<file path="config.mk">
export PLATFORM = sky130hd
export DESIGN_NAME = load_store_unit
export DESIGN_NICKNAME = d
export VERILOG_FILES = /design/src/rtl/load_store_unit.sv
export SDC_FILE = /design/constraint.sdc
export NUM_CORES = 1
export LEC_CHECK = 0
export ABC_AREA = 0
export CAP_MARGIN = 20
export CORE_UTILIZATION = 45
export CTS_BUF_LIST = sky130_fd_sc_hd__clkbuf_8
export CTS_CLUSTER_SIZE = 30
export DETAILED_ROUTE_END_ITERATION = 16
export PLACE_DENSITY_LB_ADDON = 0.15
export SETUP_SLACK_MARGIN = 0.4
export SLEW_MARGIN = 20
export SYNTH_ARGS = -nofsm -noshare
export SYNTH_HDL_FRONTEND = slang
export SYNTH_SLANG_ARGS = --single-unit
</file>
<file path="constraint.sdc">
create_clock -name i_clk -period 2.3 [get_ports i_clk]
set_input_delay 0.46 -clock i_clk [delete_from_list [all_inputs] [get_ports i_clk]]
set_output_delay 0.46 -clock i_clk [all_outputs]
set_load 0.01 [all_outputs]
</file>
<file path="src/rtl/load_store_unit.sv">
`default_nettype none
// +----------------------------------------------------------------------+
// | load_store_unit: RV32I sub-word load/store sequencer (RMW for SB/SH)  |
// | Revision: 1.0                                                        |
// +----------------------------------------------------------------------+
module load_store_unit (
  input  logic        i_clk,
  input  logic        i_rst,
  input  logic        i_valid,
  output logic        o_ready,
  input  logic        i_isStore,
  input  logic [2:0]  i_funct3,
  input  logic [31:0] i_addr,
  input  logic [31:0] i_storeData,
  output logic        o_done,
  output logic [31:0] o_loadData,
  output logic        o_misaligned,
  output logic [31:0] o_memAddress,
  output logic        o_memWriteEnable,
  output logic [31:0] o_memWriteData,
  input  logic [31:0] i_memReadData
);

  typedef enum logic [1:0] {
    IDLE  = 2'd0,
    READ  = 2'd1,
    WRITE = 2'd2,
    RESP  = 2'd3
  } state_t;

  state_t      r_state, w_next;
  logic        r_isStore, r_err;
  logic [2:0]  r_funct3;
  logic [31:0] r_addr, r_storeData, r_word;

  logic        w_accept, w_err, w_misaligned, w_illegal;
  logic [7:0]  w_byte;
  logic [15:0] w_half;
  logic [31:0] w_sbWord, w_shWord, w_loadData;

  assign w_accept = i_valid && (r_state == IDLE);

  always_comb begin
    w_misaligned = 1'b0;
    w_illegal    = 1'b0;
    case (i_funct3[1:0])
      2'b01:   w_misaligned = i_addr[0];
      2'b10:   w_misaligned = (i_addr[1:0] != 2'b00);
      default: w_misaligned = 1'b0;
    endcase
    if (i_isStore)
      w_illegal = !(i_funct3 == 3'b000 || i_funct3 == 3'b001 || i_funct3 == 3'b010);
    else
      w_illegal = (i_funct3 == 3'b011 || i_funct3 == 3'b110 || i_funct3 == 3'b111);
    w_err = w_misaligned || w_illegal;
  end

  always_comb begin
    w_next = r_state;
    case (r_state)
      IDLE: begin
        if (w_accept) begin
          if (w_err)                                w_next = RESP;
          else if (i_isStore && i_funct3 == 3'b010) w_next = WRITE;
          else                                      w_next = READ;
        end
      end
      READ:    w_next = r_isStore ? WRITE : RESP;
      WRITE:   w_next = RESP;
      RESP:    w_next = IDLE;
      default: w_next = IDLE;
    endcase
  end

  always_ff @(posedge i_clk) begin
    if (i_rst) begin
      r_state     <= IDLE;
      r_isStore   <= 1'b0;
      r_err       <= 1'b0;
      r_funct3    <= 3'b000;
      r_addr      <= 32'd0;
      r_storeData <= 32'd0;
      r_word      <= 32'd0;
    end else begin
      r_state <= w_next;
      if (w_accept) begin
        r_isStore   <= i_isStore;
        r_funct3    <= i_funct3;
        r_addr      <= i_addr;
        r_storeData <= i_storeData;
        r_err       <= w_err;
      end
      if (r_state == READ)
        r_word <= i_memReadData;
    end
  end

  // Lane selection and merge work from the captured word and latched address only.
  always_comb begin
    w_byte   = r_word[{r_addr[1:0], 3'b000} +: 8];
    w_half   = r_addr[1] ? r_word[31:16] : r_word[15:0];
    w_sbWord = r_word;
    w_sbWord[{r_addr[1:0], 3'b000} +: 8] = r_storeData[7:0];
    w_shWord = r_addr[1] ? {r_storeData[15:0], r_word[15:0]}
                         : {r_word[31:16], r_storeData[15:0]};
    case (r_funct3)
      3'b000:  w_loadData = {{24{w_byte[7]}}, w_byte};
      3'b001:  w_loadData = {{16{w_half[15]}}, w_half};
      3'b010:  w_loadData = r_word;
      3'b100:  w_loadData = {24'd0, w_byte};
      3'b101:  w_loadData = {16'd0, w_half};
      default: w_loadData = 32'd0;
    endcase
  end

  always_comb begin
    case (r_funct3[1:0])
      2'b10:   o_memWriteData = r_storeData;
      2'b01:   o_memWriteData = w_shWord;
      default: o_memWriteData = w_sbWord;
    endcase
  end

  assign o_ready          = (r_state == IDLE);
  assign o_done           = (r_state == RESP);
  assign o_misaligned     = (r_state == RESP) && r_err;
  assign o_loadData       = ((r_state == RESP) && !r_isStore && !r_err) ? w_loadData : 32'd0;
  assign o_memAddress     = {r_addr[31:2], 2'b00};
  assign o_memWriteEnable = (r_state == WRITE) && !i_rst;

endmodule
`default_nettype wire

</file>
==> flow_summary.json <==
{
  "htree_levels": 3,
  "synth_seq_cells": 103,
  "p_clk_frac": 0.124,
  "multi_input_area_sq_um": 4010,
  "fillCellCount": 895,
  "grt_pass1_vias": 6563,
  "synth_area_per_cell_sq_um": 7.731,
  "critPathCaptureType": "output port",
  "antenna_found_initial": 0,
  "wire_per_inst_um": 19.95,
  "grt_max_degree": 104,
  "crit_buf_inv": 5,
  "ys_seq_area_frac": 0.3509,
  "startpoint_type": "register",
  "cpMaxStageDelayCell": "dfxtp_4",
  "yosysWarnings": 0,
  "dpl.hpwl_mm": 15.36,
  "final.period_utilization": 1.143,
  "routed_via_density": 5.706,
  "instances_no_fill": 1189,
  "clock_latency_ns": 0.40,
  "seqPwrFrac": 0.293,
  "final_nets": 1132,
  "cts_sinks": 103,
  "drt.antenna.violating_nets": 0,
  "drtIter0Drc": 540,
  "finalSetupViolCount": 64,
  "ios": 203,
  "fin_setup_tns_ns": -14.36,
  "ir_worst_vdd_mv": 0.5714,
  "cp_max_fo": 8,
  "crit_chain": "clkinvlp_4 > buf_4 > buf_6 > ha_4 > and4_4 > buf_4 > a221oi_2 > a31oi_1 > buf_2",
  "cts_buffer_depth": 2,
  "arrival_ns": 2.17,
  "rows": 41,
  "place_area_sq_um": 8402,
  "max_stage_delay_ns": 0.39,
  "setup_slack_ns": -0.3292,
  "required_ns": 1.84,
  "cts_made_buffers": 9,
  "cts_tree": "yes",
  "p_per_area_nw_per_um2": 944.9,
  "synthCells": 760,
  "fin_area_sq_um": 9801,
  "antenna_cells": 0,
  "holdBufCountCts": 0,
  "clock-skew-final_ns": 0.008562,
  "core_area_sq_um": 12670,
  "fmaxAchievable_mhz": 380.3,
  "drv_slew": 0,
  "min_path_type": "register to register",
  "run_status": "complete, but fails checks",
  "drc": 0,
  "p_leak_nw": 3.719,
  "crit_top_cell": "buf_4",
  "wl_mm": 23.72,
  "rsz0062_at_grt": "yes",
  "grt_overflow": 0,
  "period_minus_slack_ns": 2.629,
  "die_w_um": 116.3,
  "yosysUniqueCellTypes": 42,
  "drtPass1Iterations": 7,
  "violations": "setup timing",
  "die_h_um": 116.3,
  "fp.dieArea_sq_um": 13520,
  "max_cap_viol_count": 0,
  "grtUsageTotal": 0.3325,
  "slew_headroom": 0.2553,
  "num_vias": 6784,
  "grt_first_pass_wirelength_mm": 34.09,
  "crit_family": "buffers and inverters",
  "power.net_switching_w": 0.003990,
  "synthToLayoutAreaGrowth_pct": 66.80,
  "intPower_w": 0.005272,
  "comb_power_share": 0.583,
  "regArea_sq_um": 2079,
  "initial_core_util": 0.4637,
  "swShare": 0.4308,
  "place.gp.congestion": 0.9462,
  "cts_root_buffer": "clkbuf_8",
  "cts.clk_slew.worst_paths_ns": 0.11,
  "netlist_area_sq_um": 5876,
  "port_buffers": 200,
  "crit_type": "register to output port",
  "post-place-ws_ns": -0.2258,
  "hold_viol_final": 0,
  "layout-drive-gt1-share": 0.3481,
  "worst-slew-pin-transition_ns": 1.117,
  "placed_cells": 1107
}
[cells in the mapped netlist]
cell type | number | share of area
and2_1 | 4 | 0.0043
nor4b_1 | 1 | 0.0015
nor4b_4 | 1 | 0.0040
o32ai_1 | 1 | 0.0015
or3_1 | 1 | 0.0011
inv_2 | 2 | 0.0013
a21boi_0 | 1 | 0.0013
a21oi_1 | 124 | 0.11
clkbuf_1 | 29 | 0.019
dfxtp_1 | 103 | 0.35
mux2_2 | 10 | 0.019
buf_2 | 12 | 0.010
and4_2 | 2 | 0.0034
o21a_1 | 1 | 0.0013
o311ai_2 | 1 | 0.0028
a222oi_1 | 7 | 0.012
a221oi_1 | 32 | 0.048
nor2_2 | 1 | 0.0011
a31oi_1 | 16 | 0.017
a22oi_1 | 11 | 0.014
buf_4 | 36 | 0.046
nand2b_1 | 4 | 0.0043
nor2_4 | 2 | 0.0038
a211oi_1 | 3 | 0.0038
o21bai_4 | 1 | 0.0032
o311ai_4 | 1 | 0.0045
mux2i_1 | 47 | 0.080
conb_1 | 1 | 0.00064
nor2_1 | 58 | 0.037
buf_1 | 7 | 0.0045
buf_6 | 6 | 0.011
nor4_1 | 2 | 0.0021
clkinv_1 | 1 | 0.00064
nor4_4 | 1 | 0.0036
a21oi_2 | 1 | 0.0015
nor3_1 | 3 | 0.0026
nand2_1 | 188 | 0.12
nor2b_1 | 2 | 0.0021
ha_1 | 17 | 0.036
inv_1 | 14 | 0.0089
nand3_1 | 1 | 0.00085
o21ai_0 | 4 | 0.0034
[flip-flops by register name, summed over array words and instances (netlist names)]
| register | cells |
|---|---|
| r_isStore | 1 |
| r_word | 32 |
| r_state | 2 |
| r_err | 1 |
| r_addr | 32 |
| r_storeData | 32 |
| r_funct3 | 3 |
[cells in the final DEF (no fill, tap or decap), types with 10 or more instances in the layout]
master and n:
a21oi_1 94, a21oi_2 20, a21oi_4 11, a221oi_2 25
a31oi_1 13, buf_12 16, buf_2 46, buf_4 66
buf_6 58, clkbuf_8 10, clkdlybuf4s50_1 131, dfxtp_1 97
mux2i_1 46, nand2_1 179, nor2_1 51, nor2_4 10
[per-stage QoR]
step                  util  hold slack (ns)  total power (W)
detailed placement  0.6631           0.4477         0.007179
CTS                 0.7282           0.4626         0.008716
global route        0.7735           0.4754         0.009734
finish              0.7735           0.4583         0.009261
floorplan                -           0.4367         0.005153
global placement    0.6631           0.4418         0.007076
[per-layer routing]
metal	up-vias	share of wire	track usage
met4	0	0.050	0.1838
met5	-	0	0
met3	86	0.079	0.08614
li1	3108	-	-
met2	348	0.49	0.5661
met1	3242	0.38	0.3798
[worst min-delay path, cell delays in order, from the launching register on]
cell,delay (ns)
dfxtp_1,0.32
nand2_1,0.05
a21oi_1,0.05
[final cells by class]
| cell class | instances | area share |
|---|---|---|
| tap | 172 | 0.02196 |
| sequential | 103 | 0.2122 |
| inverter | 17 | 0.008554 |
| clock inverter | 6 | 0.005490 |
| multi-input combinational | 551 | 0.4092 |
| clock buffer | 10 | 0.01404 |
| timing repair buffer | 330 | 0.3286 |
[kinds of logic (layout without fill, tap and decap cells)]
group                    count (synthesis)  after routing  share of synthesized area
adder cells (fa/ha/maj)                 17             17                    0.03620
AND/OR/NAND/NOR                        271            271                     0.1919
multiplexers                            57             57                    0.09923
other                                    1              2                  0.0006382
flip-flops                             103            103                     0.3509
AO/OA/AOI/OAI                          204            204                     0.2196
buffers and inverters                  107            363                     0.1016
[worst paths after layout]
kind,startpoint,to,slack (ns),cells after the start
max,r_addr[1],o_memWriteData[8],-0.33,9
min,r_addr[26],r_addr[26],0.46,2
min reg2reg,r_addr[26],r_addr[26],0.46,2
max reg2reg,r_state[1],r_word[13],0.56,5
[power groups by stage]
stage / logic [W] / clock network [W] / registers, W
after CTS: 0.00489 / 0.00117 / 0.00266
after global placement: 0.00445 / 0 / 0.00263
after detailed placement: 0.00453 / 0 / 0.00264
after global routing: 0.00577 / 0.00123 / 0.00273
final: 0.00540 / 0.00115 / 0.00272
after floorplan: 0.00267 / 0 / 0.00248
[what timing repair did]
action                     4_1_cts  5_1_grt
setup endpoints to repair       68       66
gates resized for setup        396       77
pin swaps                       35       38
setup buffers                   41       22
cloned                           1        2
Note: power is estimated with default switching activity, not from simulation.
